**src/rtl/adat_pkg.sv**
```systemverilog
// ADAT framing constants, payload/state types and the payload-to-frame mapping.
// Latency: pure combinational helper, no state.
// Backpressure: n/a (shared by encoder RTL and receiver-side benches).
package adat_pkg;

  localparam int ADAT_FRAME_BITS  = 256;
  localparam int ADAT_SYNC_ZEROS  = 10;
  localparam int ADAT_CHANNELS    = 8;
  localparam int ADAT_SAMPLE_BITS = 24;
  localparam int ADAT_USER_BITS   = 4;

  // Each sample is sent as 6 nibbles, every nibble preceded by a '1' separator.
  localparam int ADAT_NIBBLES   = ADAT_SAMPLE_BITS / 4;
  localparam int ADAT_CHAN_BITS = ADAT_NIBBLES * 5;
  localparam int ADAT_HDR_BITS  = ADAT_SYNC_ZEROS + 2 + ADAT_USER_BITS;

  // samples[ADAT_CHANNELS-1] is ch0, so a flat 192-bit bus maps straight onto it.
  typedef struct packed {
    logic [ADAT_USER_BITS-1:0]                        user;
    logic [ADAT_CHANNELS-1:0][ADAT_SAMPLE_BITS-1:0]   samples;
  } adat_payload_t;

  typedef enum logic {
    StIdle,
    StRunning
  } encoder_state_e;

  // Returns the frame with bit index i (line order) at vector position i.
  function automatic logic [ADAT_FRAME_BITS-1:0] adat_frame_bits(input adat_payload_t p);
    logic [ADAT_FRAME_BITS-1:0]  f;
    logic [ADAT_SAMPLE_BITS-1:0] s;
    int                          base;
    f = '0;
    f[ADAT_SYNC_ZEROS]     = 1'b1;
    f[ADAT_SYNC_ZEROS + 1] = 1'b1;
    for (int k = 0; k < ADAT_USER_BITS; k++) begin
      f[ADAT_SYNC_ZEROS + 2 + k] = p.user[ADAT_USER_BITS - 1 - k];
    end
    for (int c = 0; c < ADAT_CHANNELS; c++) begin
      s = p.samples[ADAT_CHANNELS - 1 - c];
      for (int n = 0; n < ADAT_NIBBLES; n++) begin
        base    = ADAT_HDR_BITS + ADAT_CHAN_BITS * c + 5 * n;
        f[base] = 1'b1;
        for (int j = 0; j < 4; j++) begin
          f[base + 1 + j] = s[ADAT_SAMPLE_BITS - 1 - 4 * n - j];
        end
      end
    end
    return f;
  endfunction

endpackage

```
**src/rtl/adat_frame_shifter.sv**
```systemverilog
// 256-bit frame shift register: loads a whole frame, then presents one bit per tick.
// Latency: on a load tick the frame's bit 0 is presented combinationally; later bits follow one per tick.
// Backpressure: none, advances only on i_tick.
module adat_frame_shifter
  import adat_pkg::*;
(
  input  logic                       i_clk,
  input  logic                       i_rst,
  input  logic                       i_tick,
  input  logic                       i_load,
  input  logic [ADAT_FRAME_BITS-1:0] i_frame,
  output logic                       o_bit
);

  logic [ADAT_FRAME_BITS-1:0] r_sr;

  // Bit 0 goes out straight from i_frame on the load tick, so the register keeps bits 1..255.
  always_ff @(posedge i_clk) begin
    if (i_rst) begin
      r_sr <= '0;
    end else if (i_tick) begin
      if (i_load) begin
        r_sr <= {1'b0, i_frame[ADAT_FRAME_BITS-1:1]};
      end else begin
        r_sr <= {1'b0, r_sr[ADAT_FRAME_BITS-1:1]};
      end
    end
  end

  assign o_bit = i_load ? i_frame[0] : r_sr[0];

endmodule

```
**src/rtl/adat_nrzi_frame_encoder.sv**
```systemverilog
// ADAT transmitter: double-buffered payload in, NRZI line out at one bit per 4 clk_x4_i cycles.
// Latency: accepted payload starts (bit 0) on the first bit tick after the shadow is full, <= 5 cycles.
// Backpressure: frame_ready_o is low while the shadow holds a frame; it frees at the next frame boundary.
module adat_nrzi_frame_encoder
  import adat_pkg::*;
#(
  parameter bit UNDERRUN_REPEAT = 1'b0,
  parameter bit INIT_LEVEL      = 1'b0
) (
  input  logic                                     clk_x4_i,
  input  logic                                     rst_i,
  input  logic [ADAT_CHANNELS*ADAT_SAMPLE_BITS-1:0] samples_i,
  input  logic [ADAT_USER_BITS-1:0]                user_i,
  input  logic                                     frame_valid_i,
  output logic                                     frame_ready_o,
  output logic                                     nrzi_o,
  output logic                                     bit_tick_o,
  output logic                                     frame_start_o,
  output logic                                     underrun_o,
  output logic                                     active_o
);

  logic [1:0]     r_div;
  encoder_state_e r_state;
  logic [7:0]     r_bit_idx;
  logic           r_nrzi;
  logic           r_ready;
  adat_payload_t  r_shadow;
  adat_payload_t  r_last;

  logic                       w_tick;
  logic                       w_full;
  logic                       w_xfer;
  logic                       w_frame_edge;
  logic                       w_consume;
  logic                       w_underrun;
  logic                       w_bit;
  adat_payload_t              w_payload_in;
  adat_payload_t              w_src;
  logic [ADAT_FRAME_BITS-1:0] w_frame;

  assign w_tick       = (r_div == 2'b11);
  assign w_full       = ~r_ready;
  assign w_xfer       = frame_valid_i & r_ready;
  assign w_payload_in = {user_i, samples_i};

  // A frame boundary is the tick that emits bit 0: the idle start, or every 256th running tick.
  assign w_frame_edge = w_tick & (((r_state == StIdle) & w_full) |
                                  ((r_state == StRunning) & (r_bit_idx == 8'd0)));
  assign w_consume    = w_frame_edge & w_full;
  assign w_underrun   = w_tick & (r_state == StRunning) & (r_bit_idx == 8'd0) & ~w_full;

  // Payload for the frame starting now: fresh shadow, else silence or a repeat of the last frame.
  always_comb begin
    w_src = adat_payload_t'('0);
    if (w_full) begin
      w_src = r_shadow;
    end else if (UNDERRUN_REPEAT) begin
      w_src = r_last;
    end
  end

  assign w_frame = adat_frame_bits(w_src);

  // Free-running bit-rate divider; it never stops so the tick grid is fixed from reset.
  always_ff @(posedge clk_x4_i) begin
    if (rst_i) begin
      r_div <= 2'b00;
    end else begin
      r_div <= r_div + 2'd1;
    end
  end

  // Shadow buffer: fill on handshake, free again once the boundary tick has taken the frame.
  always_ff @(posedge clk_x4_i) begin
    if (rst_i) begin
      r_ready  <= 1'b1;
      r_shadow <= '0;
    end else if (w_xfer) begin
      r_ready  <= 1'b0;
      r_shadow <= w_payload_in;
    end else if (w_consume) begin
      r_ready  <= 1'b1;
    end
  end

  // Frame sequencer and NRZI line: start on the first tick with a full shadow, then one bit per tick forever.
  always_ff @(posedge clk_x4_i) begin
    if (rst_i) begin
      r_state   <= StIdle;
      r_bit_idx <= 8'd0;
      r_nrzi    <= INIT_LEVEL;
      r_last    <= '0;
    end else if (w_tick) begin
      if (w_frame_edge) begin
        r_last <= w_src;
      end
      case (r_state)
        StIdle: begin
          if (w_full) begin
            r_state   <= StRunning;
            r_bit_idx <= 8'd1;
            r_nrzi    <= r_nrzi ^ w_bit;
          end
        end
        StRunning: begin
          r_bit_idx <= r_bit_idx + 8'd1;
          r_nrzi    <= r_nrzi ^ w_bit;
        end
        default: begin
          r_state <= StIdle;
        end
      endcase
    end
  end

  adat_frame_shifter u_shifter (
    .i_clk   (clk_x4_i),
    .i_rst   (rst_i),
    .i_tick  (w_tick),
    .i_load  (w_frame_edge),
    .i_frame (w_frame),
    .o_bit   (w_bit)
  );

  assign frame_ready_o = r_ready;
  assign nrzi_o        = r_nrzi;
  assign bit_tick_o    = w_tick;
  assign frame_start_o = w_frame_edge;
  assign underrun_o    = w_underrun;
  assign active_o      = (r_state == StRunning);

endmodule

```
**config.mk**
```make
export PLATFORM = sky130hd
export DESIGN_NAME = adat_nrzi_frame_encoder
export DESIGN_NICKNAME = d
export VERILOG_FILES = /design/src/rtl/adat_pkg.sv /design/src/rtl/adat_frame_shifter.sv /design/src/rtl/adat_nrzi_frame_encoder.sv
export SDC_FILE = /design/constraint.sdc
export NUM_CORES = 1
export LEC_CHECK = 0
export CORE_MARGIN = 10
export CORE_UTILIZATION = 45
export DETAILED_ROUTE_END_ITERATION = 10
export GPL_TIMING_DRIVEN = 0
export PLACE_DENSITY = 0.75
export SETUP_SLACK_MARGIN = 0.4
export SLEW_MARGIN = 20
export SYNTH_ARGS = -nofsm -noshare
export SYNTH_HDL_FRONTEND = slang
export SYNTH_HIERARCHICAL = 1
export SYNTH_SLANG_ARGS = --single-unit
```
**constraint.sdc**
```tcl
create_clock -name clk_x4_i -period 5.7 [get_ports clk_x4_i]
set_input_delay 0.57 -clock clk_x4_i [delete_from_list [all_inputs] [get_ports clk_x4_i]]
set_output_delay 0.57 -clock clk_x4_i [all_outputs]
set_load 0.01 [all_outputs]
```
==> results of run 1 <==
power breakdown:
part	internal, mW	switching [mW]	leakage [nW]
clock network	1.88	1.29	0.792
logic	0.378	0.461	3.49
registers	3.43	0.0942	3.79
total	5.69	1.85	8.07
synth_stat cells (2+ instances only):
master / instances
a211oi_1: 254
a21oi_1: 204
and2_1: 2
and3b_1: 2
buf_1: 16
buf_12: 26
buf_2: 59
buf_4: 3
clkbuf_1: 99
conb_1: 2
dfxtp_1: 464
ha_1: 3
inv_1: 5
mux2_2: 2
mux2i_1: 254
nand2_1: 396
nand3_1: 3
nor2_1: 260
nor2b_1: 200
nor4_1: 2
o211ai_1: 2
o21ai_0: 3
or3_1: 3
or4_1: 2
sequential cells by signal, indices dropped and copies added (netlist names):
register        cells
r_bit_idx           8
r_div               2
u_shifter/r_sr    255
r_shadow          196
frame_ready_o       1
nrzi_o              1
active_o            1
worst max-delay path by stage:
stage,endpoint,slack (ns),cells past startpoint
global placement,r_shadow[113],2.62,5
global route,underrun_o,1.99,4
floorplan,nrzi_o,3.20,12
detailed placement,r_shadow[72],2.56,5
finish,underrun_o,2.15,4
CTS,underrun_o,2.13,4
cell families after synthesis:
group | after synthesis
compound gates | 471
fa+ha+maj | 3
buf+inv | 212
flops | 464
mux | 256
other cells | 2
simple gates | 877
per-layer routing:
layer  GRT usage  up-vias
li1            -     8337
met1       0.247     7826
met2       0.322      377
met3      0.0314       74
met4      0.0615        0
met5           0        -
cell type report:
class	count	area share
Clock buffer	66	0.0562
Clock inverter	19	0.00825
Buffer	206	0.0526
Multi-Input combinational cell	1667	0.394
Inverter	6	0.000911
Tap cell	592	0.0300
Timing Repair Buffer	204	0.0826
Sequential cell	464	0.376
worst register-to-register path: stages, from the launching register on:
cell      delay, ns
dfxtp_1        0.34
inv_1          0.07
ha_1           0.13
or4b_4         0.48
and4bb_1       0.28
o21a_1         0.24
buf_6          0.18
buf_8          0.18
buf_12         0.16
mux2_2         0.33
inv_1          0.06
or4_1          0.10
a21oi_1        0.06
through the flow:
step           power (mW)  setup WS, ns  cells  cell area [um2]
3_5_place_dp         4.42          2.56   3139            23100
3_3_place_gp         4.39          2.62   3139            23100
4_1_cts              7.59          2.13   3224            24700
2_1_floorplan        4.09          3.20   2343            20300
6_report             7.53          2.15   3224            24700
5_1_grt              7.83          1.99   3224            24700
==> impl_results.md, run 1 <==
- Status: completed
- Yosys warns: 6
- Max-cap violation count: 0
- Num CTS Buffers: 48
- Maximum vdd ir drop: approximately 0.21 mV
- FF-to-FF End: nrzi_o
- Critical-path cell list: clkbuf_1 > clkbuf_1 > and3_1 > clkdlybuf4s50_1
- Critical path data arrival time: roughly 3 ns
- Most used cell, CP: clkbuf_1
- Commonest non-fill, non-tap cell in the layout: dfxtp_1
- Via Count: about 17k
- Reg2Reg Setup Slack: 2.93 ns
- TNS Setup: 0 ns
- Leakage: 8.07 nW
- Post-synth top area share: 0.462
- HP Start: r_div[0]
- Hold Path Cell Cnt: 1
- Tmin final: about 3.5 ns
- Biggest area consumer among synthesized cells: dfxtp_1
- Synth area leaders: dfxtp_1 46%, mux2i_1 13%, a211oi_1 9.5%
- Number of diodes: 0
- Initial core utilization: 0.455
- CTS Buffer Depth: 3
- Syn_area_per_cell: 8.81 um2
- WL/cell: around 16 um
- Clk_lat worst skew: 0.57 ns
- CTS tree: yes
- Total grt overflow: 0
- Final Max Slew Viols: 0
- CP required: about 5.1 ns
- WHS Endpoint: r_div[0]
- Pin count of the biggest net entering global routing: 15
- Slowest stage cell, crit path: clkdlybuf4s50_1
- Yosys cell types: 43
- Slew HR: 0.447
- Syn Inst Count: 2285
- DP Wirelength: 37900 um
- Die Ht: between 200 and 250 um
- Critical path peak fanout: 10
- Port-buffer cells: about 200
- Setup crit end kind: output port
- Period utilization: 0.622
- Fillers: between 3k and 4k
- Drt drc: 0
- Hold Path Class: flop to flop
- Initial DRC count: roughly 1.2k
- Util after Layout: 0.559
- Origin of the critical flop-to-flop path: r_bit_idx[0]
- First-pass GRT wire length: ~85000 um
- Clk_skew: 0.0121 ns
- Main flop type after synthesis: dfxtp_1
- H-tree depth: 2
- Routed wire length: approximately 53000 um
- Post-synthesis simple-gate area fraction: 0.192
- Gr usage total: 0.192
- Std cell rows: 77
- Fmax: approximately 280 MHz
- Worst hold slack: ~0.43 ns
- Post-DRT Antenna Nets: 0
- Via density: a little over 5
- Met3 wire length: approximately 2800 um
- Multiplexer share of the synthesized area: 0.127
- Commonest cells after routing, fill and taps aside: 464 x dfxtp_1, 396 x nand2_1, 260 x nor2_1
- Compound-Gate Fraction of Synth Area: 0.151
- Area of the multi-input gates: about 0.0097 mm2
- Hold Fails Final Rpt: 0
- Async SR Flop Fraction: 0
- Synth Area in Adders: 0.00187
- Buf+Inv Stages, Crit Path: 3
- Core area: around 0.044 mm2
- Largest delay share family, worst path: buffers and inverters
- Top Metal Used: met4
- Reg clk slew, reported paths: approximately 0.06 ns
- Total I/O pin count: between 200 and 250
- Crit path launch: frame_ready_o
- Antenna violations before repair: 1
- M1 WL: between 20000 and 25000 um
- RD Place Congestion: roughly 0.8
- Chip width: between 200 and 250 um
- NumNets Final: around 2.8k
- Vias in the first global route: ~17k
- Path type of the worst setup path: flop to output port
- Main combinational cell family by area after synthesis: simple AND/OR/NAND/NOR gates
- Post-synthesis sequential area ratio: 0.462
- Layout cell share with drive strength beyond 1: 0.0665
- FF/Latch Area: approximately 0.0093 mm2
- Root Driver: clkbuf_16
- Final setup viols: 0
- Area Overhead vs Synth: 22.8%
- Router iterations before antenna repair: 5
- Post-CTS setup buffers: 0
- Post-Syn Area: around 0.020 mm2
- Hold buffers post-CTS: 0
- Worst R2R Path Depth: 12
- Full die area: between 0.05 and 0.06 mm2
- Routed wl met2: 25000 um
- CTS sink cnt: between 400 and 500
- CP startpoint kind: flop
- Crit-path max cell delay: roughly 0.57 ns
- Yosys reg bits: roughly 460
- RSZ-0062 raised after global routing: no
- Worst-Margin Slew: ~0.83 ns
- Post-synth EDFFs: 0
- Synth Area in XOR/XNOR: 0
- Pwr dens: about 300 mW/mm2
- PostCTS Resize Cnt: 0
Note: power is estimated with default switching activity, not from simulation.
==> run 2: changes to the inputs <==
clock period = 3.4 ns   (was 5.7 ns; I/O delays follow)
==> impl_results.md, run 2 (synthesized netlist as in run 1, its figures left out) <==
- Number of diodes: 0 (unchanged)
- Path type of the worst setup path: flop to output port (unchanged)
- Placed cells: 3139 (unchanged)
- Commonest cells after routing, fill and taps aside: 464 x dfxtp_1, 396 x nand2_1, 260 x nor2_1 (unchanged)
- Setup slack at placement: 0.487 ns (was 2.56 ns)
- Met2 Track Usage GR: 0.322 (unchanged)
- Slew HR: 0.448 (was 0.447)
- M1 GR Usage: 0.247 (unchanged)
- Critical path peak fanout: 5 (was 10)
- Switching share of power: 0.245 (about the same)
- Psw: 3.09 mW (was 1.85 mW)
- RD Place Congestion: 0.818 (unchanged)
- Gr usage total: 0.192 (unchanged)
- Commonest non-fill, non-tap cell in the layout: dfxtp_1 (unchanged)
- Layout cell share with drive strength beyond 1: 0.0672 (was 0.0665)
- Max-cap violation count: 0 (unchanged)
- Port-buffer cells: 204 (unchanged)
- Maximum vdd ir drop: 0.352 mV (was 0.210 mV)
- First-pass GRT wire length: 85300 um (unchanged)
- Met3 GRT Util: 0.0314 (unchanged)
- Biggest register: u_shifter/r_sr (unchanged)
- Core area: 0.0442 mm2 (unchanged)
- Number of flip-flops under the largest register name: 255 (unchanged)
- Final setup viols: 0 (unchanged)
- Pin count of the biggest net entering global routing: 15 (unchanged)
- Placed inst area: 0.0231 mm2 (unchanged)
- Clk_skew: 0.0119 ns (was 0.0121 ns)
- Total I/O pin count: 205 (unchanged)
- Via density: 5.16 (was 5.15)
- Router iterations before antenna repair: 5 (unchanged)
- CP required: 3.06 ns (was 5.13 ns)
- Power Total: 12.6 mW (was 7.53 mW)
- TNS Setup: 0 ns (unchanged)
- Biggest regs: u_shifter/r_sr: 255 flops, r_shadow: 196 flops, r_bit_idx: 8 flops (unchanged)
- Sequential power share: 0.468 (was 0.467)
- Routed wire length: 52700 um (about the same)
- Power share of the combinational group: 0.111 (about the same)
- DP Wirelength: 37900 um (unchanged)
- Initial core utilization: 0.455 (unchanged)
- CP startpoint kind: flop (unchanged)
- Initial DRC count: 1145 (was 1189)
- NumNets Final: 2799 (unchanged)
- Via Count: 16.6k (about the same)
- RSZ-0062 raised after global routing: no (unchanged)
- Drt drc: 0 (unchanged)
- H-tree depth: 2 (unchanged)
- Tmin final: 2.75 ns
- Period utilization: 0.808
- Reg clk slew, reported paths: 0.06 ns (about the same)
- CTS tree: yes (unchanged)
- Total grt overflow: 0 (unchanged)
- Antenna violations before repair: 1 (unchanged)
- Worst-Margin Slew: 0.828 ns (was 0.830 ns)
- Post-DRT Antenna Nets: 0 (unchanged)
- Hold Path Class: input pin to flop (was flop to flop)
- Final non-filler cell total: 3224 (unchanged)
- Hold Fails Final Rpt: 0 (unchanged)
- Leakage: 8.10 nW (was 8.07 nW)
- Vias in the first global route: 16.7k (unchanged)
- Final Max Slew Viols: 0 (unchanged)
- Clk_lat worst skew: 0.57 ns (about the same)
- Root Driver: clkbuf_16 (unchanged)
- CTS sink cnt: 464 (unchanged)
- Area Overhead vs Synth: 22.9% (was 22.8%)
- Chip width: 231 um (unchanged)
- Pwr dens: 511 mW/mm2 (was 305 mW/mm2)
- Fmax: approximately 360 MHz
- Post-CTS setup buffers: 0 (unchanged)
- Design area: 0.0247 mm2 (about the same)
- Worst setup margin: 0.652 ns (was 2.15 ns)
- Die Ht: 231 um (unchanged)
- Int Power: 9.53 mW (was 5.69 mW)
- CTS Buffer Depth: 3 (unchanged)
- WL/cell: 16.3 um (about the same)
- Full die area: 0.0536 mm2 (unchanged)
- Std cell rows: 77 (unchanged)
- Gr busiest metal: met2 (unchanged)
- Num CTS Buffers: 48 (unchanged)
- Setup crit end kind: output port (unchanged)
- Clk network pwr share: 0.421 (about the same)
- Status: completed (unchanged)
- Critical path data arrival time: 2.41 ns (was 2.98 ns)
-- run 2: cell type report --
class                           instances  area [um2]
Tap cell                              592         741
Timing Repair Buffer                  204        2040
Sequential cell                       464        9290
Fill cell                            3863       19500
Multi-Input combinational cell       1667        9730
Buffer                                206        1300
Inverter                                6        22.5
Clock buffer                           66        1390
Clock inverter                         19         204
-- run 2: worst paths after layout --
check,cells after the start,slack (ns),start,to
max,6,0.65,r_bit_idx[0],frame_start_o
min,3,0.32,samples_i[190],r_shadow[190]
max reg2reg,12,0.66,r_bit_idx[0],nrzi_o
min reg2reg,1,0.43,r_div[0],r_div[0]
-- run 2: power groups by stage --
| stage | registers [mW] | clock network, mW | logic, mW |
|---|---|---|---|
| 5_1_grt | 5.94 | 5.63 | 1.56 |
| 4_1_cts | 5.90 | 5.42 | 1.41 |
| 3_5_place_dp | 6.02 | 0 | 1.40 |
| 2_1_floorplan | 5.97 | 0 | 0.891 |
| 6_report | 5.90 | 5.32 | 1.41 |
| 3_3_place_gp | 6.00 | 0 | 1.36 |
-- run 2: stage by stage --
step                      hold slack [ns]  utilization
after global routing                0.314        0.559
final                               0.317        0.559
after floorplan                     0.399            -
after detailed placement            0.416        0.523
after CTS                           0.291        0.559
after global placement              0.406        0.523
-- run 2: routing by layer --
layer / part of all wire / vias up
met5: 0 / -
met4: 0.022 / 0
met3: 0.051 / 74
met2: 0.47 / 370
met1: 0.45 / 7841
li1: - / 8341
-- run 2: timing repair --
item,4_1_cts,5_1_grt
pin swaps,0,1
hold buffers,0,0
endpoints found under the setup margin,2,1
gates resized for setup,3,1
-- run 2: critical path, cell delays in order, from the launching register on --
cell	delay, ns
dfxtp_1	0.34
inv_1	0.07
ha_1	0.13
or4b_4	0.48
and4bb_1	0.28
o21a_1	0.22
dlygate4sd2_1	0.31
